==> src/rtl/dmi_pkg.sv <==
// Shared DMI definitions: status codes returned to the DTM and responder FSM states.
package dmi_pkg;

  localparam logic [1:0] DMI_OK   = 2'b00;
  localparam logic [1:0] DMI_FAIL = 2'b10;
  localparam logic [1:0] DMI_BUSY = 2'b11;

  localparam logic [3:0] WB_SEL_ALL = 4'hF;

  typedef enum logic {
    S_IDLE,
    S_BUS
  } dmi_state_e;

  // Busy/overrun outranks a failed access so the debugger retries before reading an error.
  function automatic logic [1:0] dmi_status(input logic busy, input logic overrun,
                                            input logic failed);
    if (busy || overrun) begin
      return DMI_BUSY;
    end
    if (failed) begin
      return DMI_FAIL;
    end
    return DMI_OK;
  endfunction

endpackage

==> src/rtl/dmi_wb_responder.sv <==
// Core-side DMI responder: runs each DMI request as one Wishbone classic cycle and
// reports read data plus a sticky 2-bit status back to the DTM.
module dmi_wb_responder
  import dmi_pkg::*;
#(
  parameter int unsigned AWIDTH    = 7,
  parameter logic [31:0] BASE_ADDR = 32'h0000_0000,
  parameter int unsigned TIMEOUT   = 255
) (
  input  logic              clk,
  input  logic              rst_n,
  input  logic              dmi_reg_en,
  input  logic              dmi_reg_wr_en,
  input  logic [AWIDTH-1:0] dmi_reg_addr,
  input  logic [31:0]       dmi_reg_wdata,
  output logic [31:0]       dmi_reg_rdata,
  output logic [1:0]        rd_status,
  input  logic              dmi_hard_reset,
  output logic [31:0]       wb_adr_o,
  output logic [31:0]       wb_dat_o,
  output logic [3:0]        wb_sel_o,
  output logic              wb_we_o,
  output logic              wb_cyc_o,
  output logic              wb_stb_o,
  input  logic [31:0]       wb_dat_i,
  input  logic              wb_ack_i,
  input  logic              wb_err_i
);

  localparam int unsigned CntW = (TIMEOUT < 2) ? 1 : $clog2(TIMEOUT + 1);
  localparam logic [CntW-1:0] TimeoutLast = (TIMEOUT == 0) ? '0 : CntW'(TIMEOUT - 1);

  dmi_state_e      state_q, state_d;
  logic [CntW-1:0] cnt_q, cnt_d;
  logic            overrun_q, overrun_d;
  logic            err_q, err_d;
  logic            cyc_q, cyc_d;
  logic            we_q, we_d;
  logic [31:0]     adr_q, adr_d;
  logic [31:0]     dat_q, dat_d;
  logic [31:0]     rdata_q, rdata_d;
  logic [1:0]      status_q, status_d;

  logic timeout_hit;
  logic bus_done;
  logic bus_fail;

  assign timeout_hit = (TIMEOUT != 0) && (cnt_q == TimeoutLast);
  assign bus_done    = wb_ack_i || wb_err_i || timeout_hit;
  // A timeout aborts like an error; err also wins over a simultaneous ack.
  assign bus_fail    = wb_err_i || !wb_ack_i;

  always_comb begin
    state_d   = state_q;
    cnt_d     = cnt_q;
    overrun_d = overrun_q;
    err_d     = err_q;
    cyc_d     = cyc_q;
    we_d      = we_q;
    adr_d     = adr_q;
    dat_d     = dat_q;
    rdata_d   = rdata_q;

    if (dmi_hard_reset) begin
      state_d   = S_IDLE;
      cyc_d     = 1'b0;
      we_d      = 1'b0;
      overrun_d = 1'b0;
      err_d     = 1'b0;
    end else begin
      unique case (state_q)
        S_IDLE: begin
          if (dmi_reg_en) begin
            state_d = S_BUS;
            cyc_d   = 1'b1;
            we_d    = dmi_reg_wr_en;
            adr_d   = {BASE_ADDR[31:AWIDTH+2], dmi_reg_addr, 2'b00};
            dat_d   = dmi_reg_wdata;
            cnt_d   = '0;
          end
        end
        S_BUS: begin
          // Only one access may be outstanding; later requests are dropped and flagged.
          if (dmi_reg_en) begin
            overrun_d = 1'b1;
          end
          if (bus_done) begin
            state_d = S_IDLE;
            cyc_d   = 1'b0;
            we_d    = 1'b0;
            err_d   = bus_fail;
            if (!we_q) begin
              rdata_d = bus_fail ? 32'h0 : wb_dat_i;
            end
          end else if (cnt_q != '1) begin
            cnt_d = cnt_q + 1'b1;
          end
        end
        default: begin
          state_d = S_IDLE;
          cyc_d   = 1'b0;
          we_d    = 1'b0;
        end
      endcase
    end

    status_d = dmi_status(state_d == S_BUS, overrun_d, err_d);
  end

  always_ff @(posedge clk or negedge rst_n) begin
    if (!rst_n) begin
      state_q   <= S_IDLE;
      cnt_q     <= '0;
      overrun_q <= 1'b0;
      err_q     <= 1'b0;
      cyc_q     <= 1'b0;
      we_q      <= 1'b0;
      adr_q     <= 32'h0;
      dat_q     <= 32'h0;
      rdata_q   <= 32'h0;
      status_q  <= DMI_OK;
    end else begin
      state_q   <= state_d;
      cnt_q     <= cnt_d;
      overrun_q <= overrun_d;
      err_q     <= err_d;
      cyc_q     <= cyc_d;
      we_q      <= we_d;
      adr_q     <= adr_d;
      dat_q     <= dat_d;
      rdata_q   <= rdata_d;
      status_q  <= status_d;
    end
  end

  assign wb_adr_o      = adr_q;
  assign wb_dat_o      = dat_q;
  assign wb_sel_o      = WB_SEL_ALL;
  assign wb_we_o       = we_q;
  assign wb_cyc_o      = cyc_q;
  assign wb_stb_o      = cyc_q;
  assign dmi_reg_rdata = rdata_q;
  assign rd_status     = status_q;

endmodule

==> config.mk <==
export PLATFORM = sky130hd
export DESIGN_NAME = dmi_wb_responder
export DESIGN_NICKNAME = d
export VERILOG_FILES = /design/src/rtl/dmi_pkg.sv /design/src/rtl/dmi_wb_responder.sv
export SDC_FILE = /design/constraint.sdc
export NUM_CORES = 1
export LEC_CHECK = 0
export CAP_MARGIN = 10
export CORE_ASPECT_RATIO = 0.9
export CORE_UTILIZATION = 37
export DETAILED_ROUTE_END_ITERATION = 6
export PLACE_DENSITY = 0.79
export SLEW_MARGIN = 5
export SYNTH_ARGS = -nofsm -noshare
export SYNTH_HDL_FRONTEND = slang
export SYNTH_SLANG_ARGS = --single-unit
==> constraint.sdc <==
create_clock -name clk -period 1.68 [get_ports clk]
set_input_delay 0.336 -clock clk [delete_from_list [all_inputs] [get_ports clk]]
set_output_delay 0.336 -clock clk [all_outputs]
set_load 0.01 [all_outputs]
* After elaboration in Yosys (flattened, before gate mapping) *
Index checks and enable logic that the tools add are counted.

word-level totals
  output and inout port bits = 105
  bits of input ports = 78
  logic and storage cells = 59
  bits in registers = 86

cells by class
  add/sub/neg operators = 1
  reductions and logical operators = 9
  multiplexer cells = 29
  bitwise gates (word level) = 3
  eq/ne operators = 7

operators by type and width
  cell                 count
  $mux 32              1
  $mux 8               3
  $mux 1               17
  $pmux 8 s2           1
  $add 8x1->8 const B  1
  $eq 8x8->1 const B   1
  $mux 2               4
  $ne 8x8->1 const B   1
  $reduce_and 4->1     2
  $pmux 1 s2           3
  $logic_or 1x1->1     4
  $ne 2x2->1 const B   2
  $ne 3x2->1 const B   1
  $ne 3x3->1 const B   1
  $not 1->1            3
  $reduce_and 3->1     1
  $ne 2x1->1 const B   1
  $reduce_and 2->1     1
  $logic_not 1->1      1

* Depth between registers and ports, before layout *
  depth after elaboration = 10
  mapped depth = 8
  depth with buffers taken out = 6

* Worst setup path before layout *
No wires, ideal clock.

  path kind = register to register
  start = reg cnt_q[0]
  end = reg rdata_q[0], in the netlist dmi_reg_rdata[0]
  buffers on the path = 2
  setup slack = -0.172 ns
  arrival time = 1.729 ns
  data required time = 1.557 ns
  library setup time = 0.123 ns
  clock period less this slack = 1.852 ns
  stages on the path, launching flop included = 9
  cells stage by stage = dfrtp_1 -> inv_1 -> ha_1 -> inv_1 -> o31a_1 -> or3_1 -> buf_6 -> buf_12 -> mux2i_1

between the ends
  cells in the longest elaborated chain, start to end = 3

RTL lines
  item                        RTL line                 RTL
  start, declared             dmi_wb_responder.sv:34   logic [CntW-1:0] cnt_q, cnt_d;
  start signal, assigned      dmi_wb_responder.sv:124  cnt_q <= cnt_d;
  $eq 8x8->1                  dmi_wb_responder.sv:48   assign timeout_hit = (TIMEOUT != 0) && (cnt_q == TimeoutLast);
  $logic_or 1x1->1            dmi_wb_responder.sv:49   assign bus_done = wb_ack_i || wb_err_i || timeout_hit;
  $reduce_and 4->1 (no line)  -
  end signal, assigned        dmi_wb_responder.sv:131  rdata_q <= rdata_d;
  end, declared               dmi_wb_responder.sv:41   logic [31:0] rdata_q, rdata_d;

No other way between the ends.
A chain may end at the register's enable or synchronous reset.

* Worst setup path in the final report *
  start = reg cnt_q[0]
  end = reg rdata_q[18], in the netlist dmi_reg_rdata[18]

Same word-level chain as after synthesis.

==> flow_summary.yaml <==
clock_network:
  cts.clk_slew.worst_paths_ns: 0.07
  clock_latency_ns: 0.33
  cts_hold_buf: 0
  cts_num_sinks: 86
  cts-root-buf: "clkbuf_16"
  cts_tree: "built"
  cts_max_level: 3
  cts_buffers: 9
  cts_buffer_depth: 2
synthesis:
  synth_seq_cells: 86
  async_flop_share_pct: 100.0
  post-synth-top-count-cell: "dfrtp_1"
  syn_area_per_cell_um2: 11.68
  seq_area_frac_synth_pct: 54.83
  synthTopCellsByCount: "dfrtp_1, nand2_1, mux2_2"
  ys_warn_count: 0
  ys.flop_type: "dfrtp_1"
  netlist_area_um2: 3925
  synth_edf_count: 0
  synth_area_leaders: "dfrtp_1, mux2_2, mux2i_1"
  synth_top_area_share_pct: 54.83
  synth_top_area_cell: "dfrtp_1"
  ys_types: 34
  syn_inst: 336
routing:
  routed_wl_um: 10390
  wl_per_cell_um: 15.83
  drtIter0Drc: 104
  drc: 0
  avgViaCountPerCell: 4.694
  dr.pass1.iters: 4
  ant_nets: 0
  via_count: 3079
setup_path:
  rr_startpoint: "cnt_q[0]$_DFFE_PN0P_"
  critPathSlowestCell: "or3_4"
  cpPeakStageDelay_ns: 0.44
  r2r_end: "dmi_reg_rdata[18]$_DFFE_PN0P_"
  reg2regPathDepth: 7
  path_cells: "inv_2 > ha_4 > inv_2 > o31a_1 > or3_4 > buf_12 > mux2i_2"
  cpMostUsedCell: "inv_2"
  crit_buf_inv: 3
  end_kind: "flop"
  crit_type: "reg2reg"
  cp_top_family: "simple AND/OR/NAND/NOR gates"
  cp_max_fo: 8
  reg2reg_slack_ns: -0.15
  arrival_ns: 2.06
  startpoint_type: "flop"
  crit_required_ns: 1.92
timing:
  rsz0062_at_grt: "yes"
  hold_viol: 0
  hold_slack_ns: 0.005019
  fin_crit_sh_pct: 108.8
  fmax_mhz: 547.3
  slew_headroom_pct: 62.02
  finClkSkew_ns: 0.007322
  worst-slew-pin-transition_ns: 0.5697
  final.min_clock_period_ns: 1.827
  slew_viol_final: 0
  setup_viol: 70
  fin_tns_setup_ns: -3.269
  fin_ws_ns: -0.1472
cells_and_area:
  fin_nets: 602
  finalInstanceArea_um2: 6419
  drive_gt1_share_pct: 22.77
  antennaDiodeCount: 0
  syn2layout_area_growth_pct: 63.53
  layout.cells.non_filler: 656
floorplan:
  row_count: 35
  die_y_um: 99.71
  initial_utilization_pct: 38.14
  die_area_um2: 11020
  die_x_um: 110.6
  ios: 183
  coreArea_um2: 10290
status:
  outcome: "complete, but fails checks"
  violations: "setup timing"
power_and_ir_drop:
  p_leak_nw: 3.020
  ir_drop_uv: 680.4
  cellPowerDensity_nw_per_um2: 1019
grt:
  grt_pass1_wl_um: 16170
  grt-ovfl-total: 0
  grt_pass1_vias: 3274
  antenna_found_initial: 0
  grt_max_degree: 43
  grt_use_total_pct: 18.49
placement:
  placed_area_um2: 5649
  preCtsSetupSlack_ns: -0.4989
  dp_cells: 626
  io_buffer_count: 153
  dp_hpwl_um: 6613
  globalplace.congestion: 0.7914
min_path:
  hp-class: "in2async"
flow_run:
  maxCapViolCount: 0
==> cell usage in the layout (no fill, tap or decap), types with 3 or more instances in the layout <==
master,count
nand2_1,42
buf_16,3
dfrtp_1,86
o21ai_0,4
dlygate4sd2_1,3
buf_4,28
buf_12,5
mux2_4,35
mux2_2,5
mux2i_1,31
clkdlybuf4s50_1,149
clkbuf_16,12
conb_1,29
nand3_1,7
inv_1,34
nor2_1,4
==> timing repair <==
action	CTS	global route
endpoints found under the setup margin	62	65
setup buffers	8	0
gates cloned	3	4
pin swaps	8	5
gates resized for setup	21	46
==> where the power goes <==
group / switching, W / internal [W]
clock: 0.000820 / 0.00109
sequential: 0.000218 / 0.00244
combinational: 0.000749 / 0.00122
==> flip-flops by register name, indices dropped and copies added, names as in the netlist <==
name	count
wb_we_o	1
wb_adr_o	7
cnt_q	8
rd_status	2
overrun_q	1
wb_cyc_o	1
state_q	1
dmi_reg_rdata	32
wb_dat_o	32
err_q	1
==> metrics by stage <==
| step | utilization, % | power, W |
|---|---|---|
| detailed placement | 54.89 | 0.004435 |
| global route | 62.37 | 0.006876 |
| CTS | 59.78 | 0.006457 |
| global placement | 54.89 | 0.004374 |
| finish | 62.37 | 0.006542 |
| floorplan | - | 0.003365 |
==> worst max-delay path by stage <==
| stage | from | endpoint | slack, ns | cells after the start |
|---|---|---|---|---|
| 2_1_floorplan | cnt_q[0]$_DFFE_PN0P_ | dmi_reg_rdata[0]$_DFFE_PN0P_ | -0.11 | 8 |
| 6_report | cnt_q[0]$_DFFE_PN0P_ | dmi_reg_rdata[18]$_DFFE_PN0P_ | -0.15 | 7 |
| 5_1_grt | cnt_q[0]$_DFFE_PN0P_ | dmi_reg_rdata[18]$_DFFE_PN0P_ | -0.21 | 7 |
| 4_1_cts | cnt_q[0]$_DFFE_PN0P_ | rd_status[1]$_DFF_PN0_ | -0.09 | 7 |
| 3_3_place_gp | dmi_hard_reset | cnt_q[7]$_DFFE_PN0P_ | -0.39 | 5 |
| 3_5_place_dp | dmi_hard_reset | cnt_q[5]$_DFFE_PN0P_ | -0.50 | 5 |
==> area by class of cell <==
class                           count  area [um^2]
Timing Repair Buffer              194         2023
Multi-Input combinational cell    195         1653
Clock inverter                      5        41.29
Tap cell                          129        161.4
Fill cell                         785         3872
Clock buffer                       11        252.7
Inverter                           36        135.1
Sequential cell                    86         2152
==> cell families after synthesis <==
group           Yosys count  synth area share, %
mux                      72                19.64
buf+inv                  82                12.24
simple gates             76                9.754
other cells               2               0.1913
flops                    86                54.83
compound gates           16                2.710
fa+ha+maj                 2               0.6374
==> layer usage <==
| layer | global-route usage (%) | share of wire, % | vias to the layer above |
|---|---|---|---|
| li1 | - | - | 1414 |
| met1 | 22.19 | 42 | 1509 |
| met2 | 31.10 | 48 | 146 |
| met3 | 6.947 | 8.0 | 10 |
| met4 | 5.436 | 1.1 | 0 |
| met5 | 0 | 0 | - |
Power figures use the tool's default switching activity.
